[src/rtl/insn_buffer.sv]
// Instruction buffer: slices fetched I-cache lines into 32-bit decode entries held in a small FIFO.
// Define INSN_BUFFER_RVC_EN to add compressed-instruction extraction, including straddling a line boundary.
module insn_buffer #(
    parameter int LINE_WIDTH = 128,
    parameter int DEPTH      = 2
) (
    input  logic                  clk,
    input  logic                  rst,
    input  logic                  fetchValid,
    input  logic                  fetchFault,
    input  logic [31:0]           fetchPc,
    input  logic [LINE_WIDTH-1:0] fetchLine,
    output logic                  fetchStall,
    input  logic                  flush,
    output logic                  outValid,
    input  logic                  outReady,
    output logic [31:0]           outPc,
    output logic [31:0]           outInsn,
    output logic                  outFault
);

    localparam int OFF_W = $clog2(LINE_WIDTH / 8);
    localparam int WORDS = LINE_WIDTH / 32;
    localparam int PTR_W = $clog2(DEPTH);
    localparam int CNT_W = PTR_W + 1;

    logic [PTR_W-1:0] rd_ptr_q, rd_ptr_d;
    logic [PTR_W-1:0] wr_ptr_q, wr_ptr_d;
    logic [CNT_W-1:0] count_q, count_d;

    logic [31:0] mem_pc_q    [DEPTH];
    logic [31:0] mem_pc_d    [DEPTH];
    logic [31:0] mem_insn_q  [DEPTH];
    logic [31:0] mem_insn_d  [DEPTH];
    logic        mem_fault_q [DEPTH];
    logic        mem_fault_d [DEPTH];

    logic        accept;
    logic        pop;
    logic        push;
    logic [31:0] push_pc;
    logic [31:0] push_insn;
    logic        push_fault;

    // Handshake terms come from registered count only, so no fetch input reaches an output.
    assign fetchStall = (count_q == CNT_W'(DEPTH));
    assign outValid   = (count_q != '0);
    assign accept     = fetchValid && !fetchStall && !flush;
    assign pop        = outValid && outReady && !flush;

`ifdef INSN_BUFFER_RVC_EN
    localparam int HALVES = LINE_WIDTH / 16;
    localparam int HW_W   = OFF_W - 1;

    logic [15:0]     line_half [HALVES];
    logic [HW_W-1:0] h0_idx;
    logic [HW_W-1:0] h1_idx;
    logic [15:0]     h0;
    logic [15:0]     h1;
    logic            h0_last;
    logic            h0_wide;

    logic        held_valid_q, held_valid_d;
    logic [31:0] held_pc_q, held_pc_d;
    logic [15:0] held_half_q, held_half_d;

    for (genvar g = 0; g < HALVES; g++) begin : g_half
        assign line_half[g] = fetchLine[g*16 +: 16];
    end

    always_comb begin
        h0_idx       = fetchPc[OFF_W-1:1];
        h1_idx       = h0_idx + HW_W'(1);
        h0           = line_half[h0_idx];
        h1           = line_half[h1_idx];
        h0_last      = (h0_idx == '1);
        h0_wide      = (h0[1:0] == 2'b11);
        push         = 1'b0;
        push_pc      = fetchPc;
        push_insn    = '0;
        push_fault   = 1'b0;
        held_valid_d = held_valid_q;
        held_pc_d    = held_pc_q;
        held_half_d  = held_half_q;
        if (flush) begin
            held_valid_d = 1'b0;
        end else if (accept) begin
            if (fetchFault) begin
                push         = 1'b1;
                push_fault   = 1'b1;
                held_valid_d = 1'b0;
            end else if (held_valid_q && (fetchPc == held_pc_q + 32'd2)) begin
                // Continuation beat only supplies the upper half of the straddling instruction.
                push         = 1'b1;
                push_pc      = held_pc_q;
                push_insn    = {line_half[0], held_half_q};
                held_valid_d = 1'b0;
            end else if (h0_wide && h0_last) begin
                held_valid_d = 1'b1;
                held_pc_d    = fetchPc;
                held_half_d  = h0;
            end else begin
                push         = 1'b1;
                push_insn    = h0_wide ? {h1, h0} : {16'h0, h0};
                held_valid_d = 1'b0;
            end
        end
    end

    always_ff @(posedge clk) begin
        if (rst) begin
            held_valid_q <= 1'b0;
            held_pc_q    <= '0;
            held_half_q  <= '0;
        end else begin
            held_valid_q <= held_valid_d;
            held_pc_q    <= held_pc_d;
            held_half_q  <= held_half_d;
        end
    end
`else
    logic [31:0] line_word [WORDS];

    for (genvar g = 0; g < WORDS; g++) begin : g_word
        assign line_word[g] = fetchLine[g*32 +: 32];
    end

    always_comb begin
        push       = accept;
        push_pc    = fetchPc;
        push_insn  = fetchFault ? '0 : line_word[fetchPc[OFF_W-1:2]];
        push_fault = fetchFault;
    end
`endif

    always_comb begin
        rd_ptr_d    = rd_ptr_q;
        wr_ptr_d    = wr_ptr_q;
        count_d     = count_q;
        mem_pc_d    = mem_pc_q;
        mem_insn_d  = mem_insn_q;
        mem_fault_d = mem_fault_q;
        if (flush) begin
            rd_ptr_d = '0;
            wr_ptr_d = '0;
            count_d  = '0;
        end else begin
            if (push) begin
                mem_pc_d[wr_ptr_q]    = push_pc;
                mem_insn_d[wr_ptr_q]  = push_insn;
                mem_fault_d[wr_ptr_q] = push_fault;
                wr_ptr_d              = wr_ptr_q + PTR_W'(1);
            end
            if (pop) begin
                rd_ptr_d = rd_ptr_q + PTR_W'(1);
            end
            case ({push, pop})
                2'b10:   count_d = count_q + CNT_W'(1);
                2'b01:   count_d = count_q - CNT_W'(1);
                default: count_d = count_q;
            endcase
        end
    end

    always_ff @(posedge clk) begin
        if (rst) begin
            rd_ptr_q <= '0;
            wr_ptr_q <= '0;
            count_q  <= '0;
        end else begin
            rd_ptr_q <= rd_ptr_d;
            wr_ptr_q <= wr_ptr_d;
            count_q  <= count_d;
        end
    end

    // Entry storage needs no reset: outputs are don't-care while outValid is low.
    always_ff @(posedge clk) begin
        mem_pc_q    <= mem_pc_d;
        mem_insn_q  <= mem_insn_d;
        mem_fault_q <= mem_fault_d;
    end

    assign outPc    = mem_pc_q[rd_ptr_q];
    assign outInsn  = mem_insn_q[rd_ptr_q];
    assign outFault = mem_fault_q[rd_ptr_q];

endmodule

[config.mk]
export PLATFORM = sky130hd
export DESIGN_NAME = insn_buffer
export DESIGN_NICKNAME = d
export VERILOG_FILES = /design/src/rtl/insn_buffer.sv
export SDC_FILE = /design/constraint.sdc
export NUM_CORES = 1
export LEC_CHECK = 0
export ABC_AREA = 0
export CAP_MARGIN = 10
export CORE_MARGIN = 5
export CORE_UTILIZATION = 44
export DETAILED_ROUTE_END_ITERATION = 12
export PLACE_DENSITY = 0.86
export SETUP_SLACK_MARGIN = 0.2
export SLEW_MARGIN = 0
export SYNTH_ARGS = -nofsm -noshare
export SYNTH_HDL_FRONTEND = slang
export SYNTH_SLANG_ARGS = --single-unit
[constraint.sdc]
create_clock -name clk -period 5.9 [get_ports clk]
set_input_delay 0.885 -clock clk [delete_from_list [all_inputs] [get_ports clk]]
set_output_delay 0.885 -clock clk [all_outputs]
set_load 0.05 [all_outputs]
==> results of run 1 <==
==> final cells by class <==
cell class / instances / area, µm²
sequential: 134 / 3988
inverter: 2 / 7.507
fill: 887 / 4228
clock inverter: 12 / 152.6
tap: 176 / 220.2
clock buffer: 20 / 456.7
timing repair buffer: 236 / 2355
multi-input combinational: 149 / 1783
==> per-stage QoR <==
stage          worst slack [ns]  utilization (%)  hold slack, ns  cell area, µm²
2_1_floorplan             1.377                -          0.4598            5873
3_3_place_gp              2.458            63.18          0.4763            8333
3_5_place_dp              2.400            63.18          0.5054            8333
4_1_cts                   2.453            67.80          0.5165            8942
5_1_grt                   2.412            67.95          0.5564            8962
6_report                  2.505            67.95          0.5321            8962
==> worst max-delay path by stage <==
| stage | startpoint | cells after the start | to | slack [ns] |
|---|---|---|---|---|
| finish | rd_ptr_q$_SDFFE_PP0P_ | 2 | outInsn[18] | 2.50 |
| global route | rd_ptr_q$_SDFFE_PP0P_ | 2 | outInsn[15] | 2.41 |
| CTS | rd_ptr_q$_SDFFE_PP0P_ | 2 | outInsn[18] | 2.45 |
| detailed placement | flush | 5 | mem_pc_q[30]$_DFFE_PP_ | 2.40 |
| global placement | flush | 5 | mem_pc_q[30]$_DFFE_PP_ | 2.46 |
| floorplan | flush | 3 | mem_fault_q[0]$_DFFE_PP_ | 1.38 |
==> power breakdown <==
part | leakage [nW] | switching, W | internal, W
clock | 0.288 | 0.000375 | 0.000686
combinational | 1.49 | 0.000162 | 0.000196
sequential | 1.24 | 0.00000851 | 0.00108
==> worst max-delay path: stages, from the launching register on <==
cell             delay, ns
dfxtp_4               0.93
mux2_2                0.42
clkdlybuf4s50_1       0.73
==> flip-flops by register name (all words and copies together), names as in the netlist <==
register     cells
mem_fault_q      2
rd_ptr_q         1
count_q          2
wr_ptr_q         1
mem_insn_q      64
mem_pc_q        64
==> cells by family after synthesis <==
family	after synthesis
AND/OR/NAND/NOR	43
flip-flops	134
adder cells (fa/ha/maj)	1
AO/OA/AOI/OAI	5
buffers and inverters	19
XOR/XNOR	3
multiplexers	97
==> layer usage <==
metal / share of wire, % / vias up / wire length (µm)
li1: - / 1683 / -
met4: 2.4 / 0 / 333
met3: 6.8 / 23 / 940
met1: 36 / 1771 / 5009
met5: 0 / - / 0
met2: 54 / 165 / 7462
==> placed cells by master (no fill, tap or decap), drive strengths merged, types with 3 or more instances in the layout <==
master / count
clkdlybuf4s50: 230
edfxtp: 130
mux2: 65
nor2b: 33
mux4: 32
clkbuf: 20
buf: 6
clkinvlp: 4
nor2: 4
clkinv: 4
dfxtp: 4
o21ai: 3
or2: 3
bufinv: 3
inv: 3
==> results.py, run 1 <==
metrics = {
    "floorplanning": {
        "die_h_um": 125.5,
        "num_io_pins": 233,
        "start_util_pct": 44.53,
        "die_area_mm2": 0.01576,
        "std_cell_rows": 42,
        "dieWidth_um": 125.5,
        "coreArea_mm2": 0.01319,
    },
    "hold_path": {
        "hold_path.class": "reg -> reg",
        "min_to": "wr_ptr_q$_SDFFE_PP0P_",
        "hold_start": "wr_ptr_q$_SDFFE_PP0P_",
        "whs_path_depth": 2,
    },
    "yosys": {
        "synth_area_mm2": 0.005873,
        "ys_warn_count": 0,
        "synth_compound_area_share_pct": 0.4261,
        "synth_seq_cells": 134,
        "yosysTopAreaCellShare_pct": 66.47,
        "synth_cell_type_count": 18,
        "yosysMostFrequentCell": "edfxtp_1",
        "syn_inst": 302,
        "synthFlopType": "edfxtp_1",
        "yosys-top-cells-area": "edfxtp_1 66%, mux2_2 12%, mux4_2 12%",
        "async_flop_share_pct": 0,
        "syn_nets": 469,
        "synth_top_family_by_area": "multiplexers",
        "synthXorXnorAreaFrac_pct": 0.4474,
        "muxShareOfSynthArea_pct": 24.73,
        "synthTopCellsByCount": "130 x edfxtp_1, 65 x mux2_2, 33 x nor2b_1, 32 x mux4_2, 10 x buf_2",
        "synth_adder_area_share_pct": 0.2130,
        "yosys.area_share.simple_pct": 4.410,
        "synth-edff-count": 130,
        "yosysTopAreaCell": "edfxtp_1",
        "post_synth.cell_area_avg_um2": 19.45,
        "yosysSeqAreaShare_pct": 67.83,
    },
    "run": {
        "cap_violations": 0,
    },
    "clock_network": {
        "clkLatencyLatePin_ns": 0.40,
        "post_cts_buffers": 0,
        "clockRootBuffer": "clkbuf_16",
        "cts_tree": "built",
        "clock-sinks": 134,
        "cts_resized": 0,
        "htreeDepth": 4,
        "cts.reportedPaths.clkPinSlew_ns": 0.06,
        "numCtsBuffers": 17,
        "clockBufferDepth": 2,
        "cts_hold_buf": 0,
    },
    "setup_path": {
        "rrSetupSlack_ns": 3.38,
        "cp-end-kind": "output port",
        "arrival_ns": 2.51,
        "path_class": "reg -> out",
        "reg2reg_from": "count_q[0]$_SDFFE_PP0P_",
        "crit_path_max_fanout": 66,
        "required_ns": 5.02,
        "r2r-end": "mem_pc_q[4]$_DFFE_PP_",
        "worstSetupStartpointType": "register",
        "reg2reg_depth": 4,
    },
    "place": {
        "gp_congestion": 0.8259,
        "dp_hpwl_um": 9966,
        "portBuffers": 232,
        "place_inst": 696,
    },
    "global_route": {
        "grt_pass1_vias": 4069,
        "use_met3_pct": 4.989,
        "grt_util_all_layers_pct": 17.41,
        "met1_usage_pct": 19.23,
        "gr-max-usage-layer": "met2",
        "grt-ovfl-total": 0,
        "grt_pass1_wl_um": 21080,
        "antenna_found_initial": 0,
        "grtUsageMet2_pct": 31.56,
        "grt_max_degree": 67,
    },
    "timing": {
        "tightest_slew_ns": 0.8883,
        "finalMaxSlewViolations": 0,
        "skew_ns": 0.004408,
        "maxSlewHeadroom_pct": 40.78,
        "fin_crit_ns": 3.395,
        "setup_violations": 0,
        "fin_crit_sh_pct": 57.55,
        "setup_tns_ns": 0,
        "rsz0062_at_grt": "no",
        "hold_viol_final": 0,
        "fmax_mhz": 294.5,
    },
    "detailed_routing": {
        "wire_per_inst_um": 18.86,
        "via_per_inst": 4.996,
        "drc": 0,
        "antenna_left": 0,
        "wl_um": 13750,
        "vias": 3642,
        "drtIter0Drc": 256,
        "dr.pass1.iters": 4,
    },
    "power_and_ir_drop": {
        "vdd_drop_max_mv": 0.1836,
        "finalPower_w": 0.002506,
        "leakage_nw": 3.024,
        "powerDensity_mw_per_mm2": 279.7,
    },
    "final_layout": {
        "synthToLayoutAreaGrowth_pct": 52.60,
        "antenna_cells": 0,
        "finalNetCount": 707,
        "drive_above_1_share_pct": 25.32,
        "layoutNonFillerInstCount": 729,
    },
    "run_status": {
        "run_status": "finished clean",
    },
}
(Power assumes the default switching activity.)
==> run 2: changes to the inputs <==
--- a/config.mk
+++ b/config.mk
@@ -8,9 +8,9 @@
 export ABC_AREA = 0
 export CAP_MARGIN = 10
 export CORE_MARGIN = 5
-export CORE_UTILIZATION = 44
+export CORE_UTILIZATION = 39
 export DETAILED_ROUTE_END_ITERATION = 12
-export PLACE_DENSITY = 0.86
+export PLACE_DENSITY = 0.81
 export SETUP_SLACK_MARGIN = 0.2
 export SLEW_MARGIN = 0
 export SYNTH_ARGS = -nofsm -noshare
==> constraint.sdc (replaced) <==
create_clock -name clk -period 3 [get_ports clk]
set_input_delay 0.45 -clock clk [delete_from_list [all_inputs] [get_ports clk]]
set_output_delay 0.45 -clock clk [all_outputs]
set_load 0.05 [all_outputs]
==> results.py, run 2 (synthesized netlist as in run 1, its figures left out) <==
metrics = {
    "clock_network": {
        "post_cts_buffers": 0,
        "cts_hold_buf": 0,
        "clkLatencyLatePin_ns": 0.41,
        "cts_resized": 0,
        "clockBufferDepth": 2,
        "htreeDepth": 4,
        "clockRootBuffer": "clkbuf_16",
        "numCtsBuffers": 17,
        "cts.reportedPaths.clkPinSlew_ns": 0.05,
        "cts_tree": "built",
        "clock-sinks": 134,
    },
    "setup_path": {
        "crit_buf_inv": 2,
        "arrival_ns": 2.20,
        "path_cells": "buf_4 -> mux2_2 -> clkdlybuf4s50_1",
        "required_ns": 2.55,
        "path_delay_family": "buffers and inverters",
        "cp_slowest_stage_delay_ns": 0.71,
        "crit_path_max_fanout": 27,
        "worst_path_max_delay_cell": "clkdlybuf4s50_1",
        "cp-end-kind": "output port",
        "worstSetupStartpointType": "register",
        "path_class": "reg -> out",
    },
    "run": {
        "cap_violations": 0,
    },
    "run_status": {
        "run_status": "finished clean",
    },
    "power_and_ir_drop": {
        "netSwitchingFraction_pct": 21.87,
        "p_int_w": 0.003805,
        "power_frac_comb_pct": 14.5,
        "powerDensity_mw_per_mm2": 541.4,
        "finalPower_w": 0.004870,
        "seqPwrFrac_pct": 43.8,
        "leakage_nw": 3.046,
        "clkPwrFrac_pct": 41.7,
        "vdd_drop_max_mv": 0.3699,
        "p_switching_w": 0.001065,
    },
    "place": {
        "gp_congestion": 0.7536,
        "place_inst": 709,
        "portBuffers": 232,
        "dp_hpwl_um": 9996,
    },
    "detailed_routing": {
        "via_per_inst": 4.883,
        "wire_per_inst_um": 18.16,
        "vias": 3618,
        "drc": 0,
        "wl_um": 13460,
        "drtIter0Drc": 153,
        "antenna_left": 0,
        "dr.pass1.iters": 4,
    },
    "floorplanning": {
        "std_cell_rows": 44,
        "die_area_mm2": 0.01761,
        "coreArea_mm2": 0.01464,
        "die_h_um": 132.7,
        "num_io_pins": 233,
        "start_util_pct": 40.11,
        "dieWidth_um": 132.7,
    },
    "timing": {
        "tightest_slew_ns": 0.8297,
        "fin_crit_ns": 2.645,
        "maxSlewHeadroom_pct": 44.69,
        "finalMaxSlewViolations": 0,
        "fin_crit_sh_pct": 88.18,
        "hold_viol_final": 0,
        "fmax_mhz": 378.0,
        "setup_tns_ns": 0,
        "rsz0062_at_grt": "no",
        "skew_ns": 0.005873,
        "setup_violations": 0,
    },
    "final_layout": {
        "finalNetCount": 711,
        "mostFrequentLayoutCell": "clkdlybuf4s50_1",
        "fill_cells": 1066,
        "antenna_cells": 0,
        "layout_common_cells": "230 x clkdlybuf4s50_1, 130 x edfxtp_1, 65 x mux2_2",
        "regArea_mm2": 0.003988,
        "layoutNonFillerInstCount": 741,
        "multiInputGateArea_mm2": 0.001783,
        "drive_above_1_share_pct": 25.67,
        "top_regs": "mem_insn_q x64, mem_pc_q x64",
        "synthToLayoutAreaGrowth_pct": 53.15,
    },
    "hold_path": {
        "hold_path.class": "reg -> reg",
    },
    "global_route": {
        "antenna_found_initial": 0,
        "grt-ovfl-total": 0,
        "grt_max_degree": 40,
        "grt_pass1_wl_um": 20800,
        "grt_pass1_vias": 4078,
        "grt_util_all_layers_pct": 15.43,
    },
}
==> run 2: cell count changes in the layout (fill, tap and decap cells not counted) <==
| cell | previous run | this run |
|---|---|---|
| buf_4 | 3 | 6 |
| clkbuf_8 | 2 | 0 |
| clkinv_2 | 3 | 5 |
| clkinv_4 | 1 | 3 |
| clkinvlp_4 | 4 | 2 |
| buf_12 | 1 | 2 |
| clkinv_1 | 0 | 1 |
| inv_6 | 1 | 0 |
==> run 2: layout make-up <==
class	instances	area share [%]
tap	184	2.559
inverter	2	0.08346
clock buffer	18	4.771
sequential	134	44.33
clock inverter	14	1.781
timing repair buffer	240	26.65
multi-input combinational	149	19.82
==> run 2: path summary, 6_finish.rpt <==
| path | endpoint | slack [ns] | depth (start not counted) | start |
|---|---|---|---|---|
| setup / recovery | outInsn[16] | 0.35 | 3 | rd_ptr_q$_SDFFE_PP0P_ |
| hold reg to reg | wr_ptr_q$_SDFFE_PP0P_ | 0.50 | 2 | wr_ptr_q$_SDFFE_PP0P_ |
| hold / removal | wr_ptr_q$_SDFFE_PP0P_ | 0.50 | 2 | wr_ptr_q$_SDFFE_PP0P_ |
| setup reg to reg | count_q[1]$_SDFFE_PP0P_ | 1.20 | 5 | count_q[0]$_SDFFE_PP0P_ |
==> run 2: power groups by stage <==
| stage | clock (W) | combinational [W] | sequential, W |
|---|---|---|---|
| floorplan | 0 | 0.000369 | 0.00217 |
| global placement | 0 | 0.000703 | 0.00217 |
| detailed placement | 0 | 0.000716 | 0.00217 |
| CTS | 0.00208 | 0.000718 | 0.00213 |
| global route | 0.00216 | 0.000748 | 0.00214 |
| finish | 0.00203 | 0.000707 | 0.00213 |
==> run 2: tightest hold or removal path, cell delays in order, from the launching register on <==
cell and delay (ns):
dfxtp_1 0.32, o21ai_0 0.07, a21oi_1 0.07
==> run 2: metrics by stage <==
stage / setup slack, ns / hold WS (ns) / cell area (µm²) / utilization, %
after floorplan: 0.2520 / 0.4598 / 5881 / -
after global placement: 0.7618 / 0.4778 / 8406 / 57.40
after detailed placement: 0.6963 / 0.4975 / 8406 / 57.40
after CTS: 0.3046 / 0.5053 / 8995 / 61.42
after global routing: 0.2769 / 0.5185 / 8995 / 61.42
final: 0.3546 / 0.4997 / 8995 / 61.42
==> run 2: layer usage <==
layer  wire, µm  GRT usage [%]
met1       5075          16.40
met2       7085          27.74
met5          0              0
met3       1093          5.809
met4        201          6.005
==> run 3: changes to the inputs <==
--- a/config.mk
+++ b/config.mk
@@ -7,7 +7,6 @@
 export LEC_CHECK = 0
 export ABC_AREA = 0
 export CAP_MARGIN = 10
-export CORE_MARGIN = 5
 export CORE_UTILIZATION = 39
 export DETAILED_ROUTE_END_ITERATION = 12
 export PLACE_DENSITY = 0.81
==> results.py, run 3 (synthesized netlist as in run 1, its figures left out) <==
metrics = {
    "run_status": {
        "run_status": "finished clean",
    },
    "global_route": {
        "grt_pass1_wl_um": 20440,
        "grt_pass1_vias": 4010,
        "antenna_found_initial": 0,
        "grt_max_degree": 48,
        "grt-ovfl-total": 0,
        "grt_util_all_layers_pct": 17.62,
    },
    "timing": {
        "finalMaxSlewViolations": 0,
        "fmax_mhz": 392.1,
        "setup_violations": 0,
        "hold_viol_final": 0,
        "fin_crit_ns": 2.550,
        "skew_ns": 0.008135,
        "setup_tns_ns": 0,
        "tightest_slew_ns": 0.8515,
        "maxSlewHeadroom_pct": 43.24,
        "rsz0062_at_grt": "no",
        "setup_ws_ns": 0.4496,
        "fin_crit_sh_pct": 85.01,
    },
    "setup_path": {
        "arrival_ns": 2.10,
        "path_class": "reg -> out",
        "crit_path_max_fanout": 47,
        "required_ns": 2.55,
        "worstSetupStartpointType": "register",
        "cp-end-kind": "output port",
    },
    "clock_network": {
        "clockBufferDepth": 2,
        "clockRootBuffer": "clkbuf_16",
        "cts_hold_buf": 0,
        "cts_resized": 46,
        "post_cts_buffers": 0,
        "numCtsBuffers": 17,
        "htreeDepth": 4,
        "cts_tree": "built",
        "clock-sinks": 134,
        "clkLatencyLatePin_ns": 0.41,
        "cts.reportedPaths.clkPinSlew_ns": 0.05,
    },
    "final_layout": {
        "mostFrequentLayoutCell": "clkdlybuf4s50_1",
        "layoutNonFillerInstCount": 740,
        "drive_above_1_share_pct": 24.82,
        "fill_cells": 1097,
        "antenna_cells": 0,
        "top_regs": "mem_insn_q x64, mem_pc_q x64",
        "finalNetCount": 710,
        "synthToLayoutAreaGrowth_pct": 51.28,
        "layout_common_cells": "183 x clkdlybuf4s50_1, 130 x edfxtp_1, 65 x mux2_2",
    },
    "detailed_routing": {
        "drc": 0,
        "dr.pass1.iters": 4,
        "wire_per_inst_um": 17.74,
        "via_per_inst": 4.939,
        "antenna_left": 0,
        "drtIter0Drc": 131,
        "wl_um": 13130,
        "vias": 3655,
    },
    "run": {
        "cap_violations": 0,
    },
    "power_and_ir_drop": {
        "powerDensity_mw_per_mm2": 533.4,
        "leakage_nw": 3.082,
        "vdd_drop_max_mv": 0.3851,
        "finalPower_w": 0.004739,
    },
    "floorplanning": {
        "dieWidth_um": 124.7,
        "start_util_pct": 40.26,
        "coreArea_mm2": 0.01459,
        "die_h_um": 124.7,
        "std_cell_rows": 44,
        "num_io_pins": 233,
        "die_area_mm2": 0.01555,
    },
    "place": {
        "post-place-ws_ns": 0.5932,
        "place_inst": 708,
        "portBuffers": 232,
        "dp_hpwl_um": 9449,
        "gp_congestion": 0.7570,
    },
    "hold_path": {
        "hold_path.class": "reg -> reg",
    },
}
[run 3: path summary, 6_finish.rpt]
kind / startpoint / to / slack, ns / cells past startpoint
max: rd_ptr_q$_SDFFE_PP0P_ / outPc[14] / 0.45 / 3
min: wr_ptr_q$_SDFFE_PP0P_ / wr_ptr_q$_SDFFE_PP0P_ / 0.50 / 2
max reg2reg: count_q[0]$_SDFFE_PP0P_ / mem_pc_q[44]$_DFFE_PP_ / 1.23 / 4
min reg2reg: wr_ptr_q$_SDFFE_PP0P_ / wr_ptr_q$_SDFFE_PP0P_ / 0.50 / 2
[run 3: area by class of cell]
cell class | count | area (µm²) | area share (%)
Inverter | 2 | 7.507 | 0.08450
Clock inverter | 11 | 108.9 | 1.225
Timing Repair Buffer | 239 | 2327 | 26.19
Clock buffer | 21 | 440.4 | 4.957
Tap cell | 184 | 230.2 | 2.591
Sequential cell | 134 | 3988 | 44.88
Multi-Input combinational cell | 149 | 1783 | 20.07
[run 3: routing by layer]
layer	track usage [%]	vias up	wire, µm
li1	-	1688	-
met1	19.82	1766	5212
met2	30.68	178	6727
met3	4.768	23	851
met4	8.788	0	336
met5	0	-	0
[run 3: per-stage QoR]
step	hold slack (ns)	cell area [µm²]	util [%]
CTS	0.5068	8885	60.90
floorplan	0.4598	5881	-
detailed placement	0.4991	8393	57.53
finish	0.5012	8885	60.90
global placement	0.4708	8393	57.53
global route	0.5578	8885	60.90
[run 3: critical path, stage by stage, from the launching register on]
cell and delay (ns):
dfxtp_4 0.52, buf_12 0.29, mux2_2 0.38, dlygate4sd2_1 0.43
[run 3: power by group]
| part | internal [W] | total (W) | switching (W) |
|---|---|---|---|
| Combinational | 0.000366 | 0.000686 | 0.000320 |
| Sequential | 0.00212 | 0.00213 | 0.0000131 |
| Clock | 0.00121 | 0.00192 | 0.000712 |
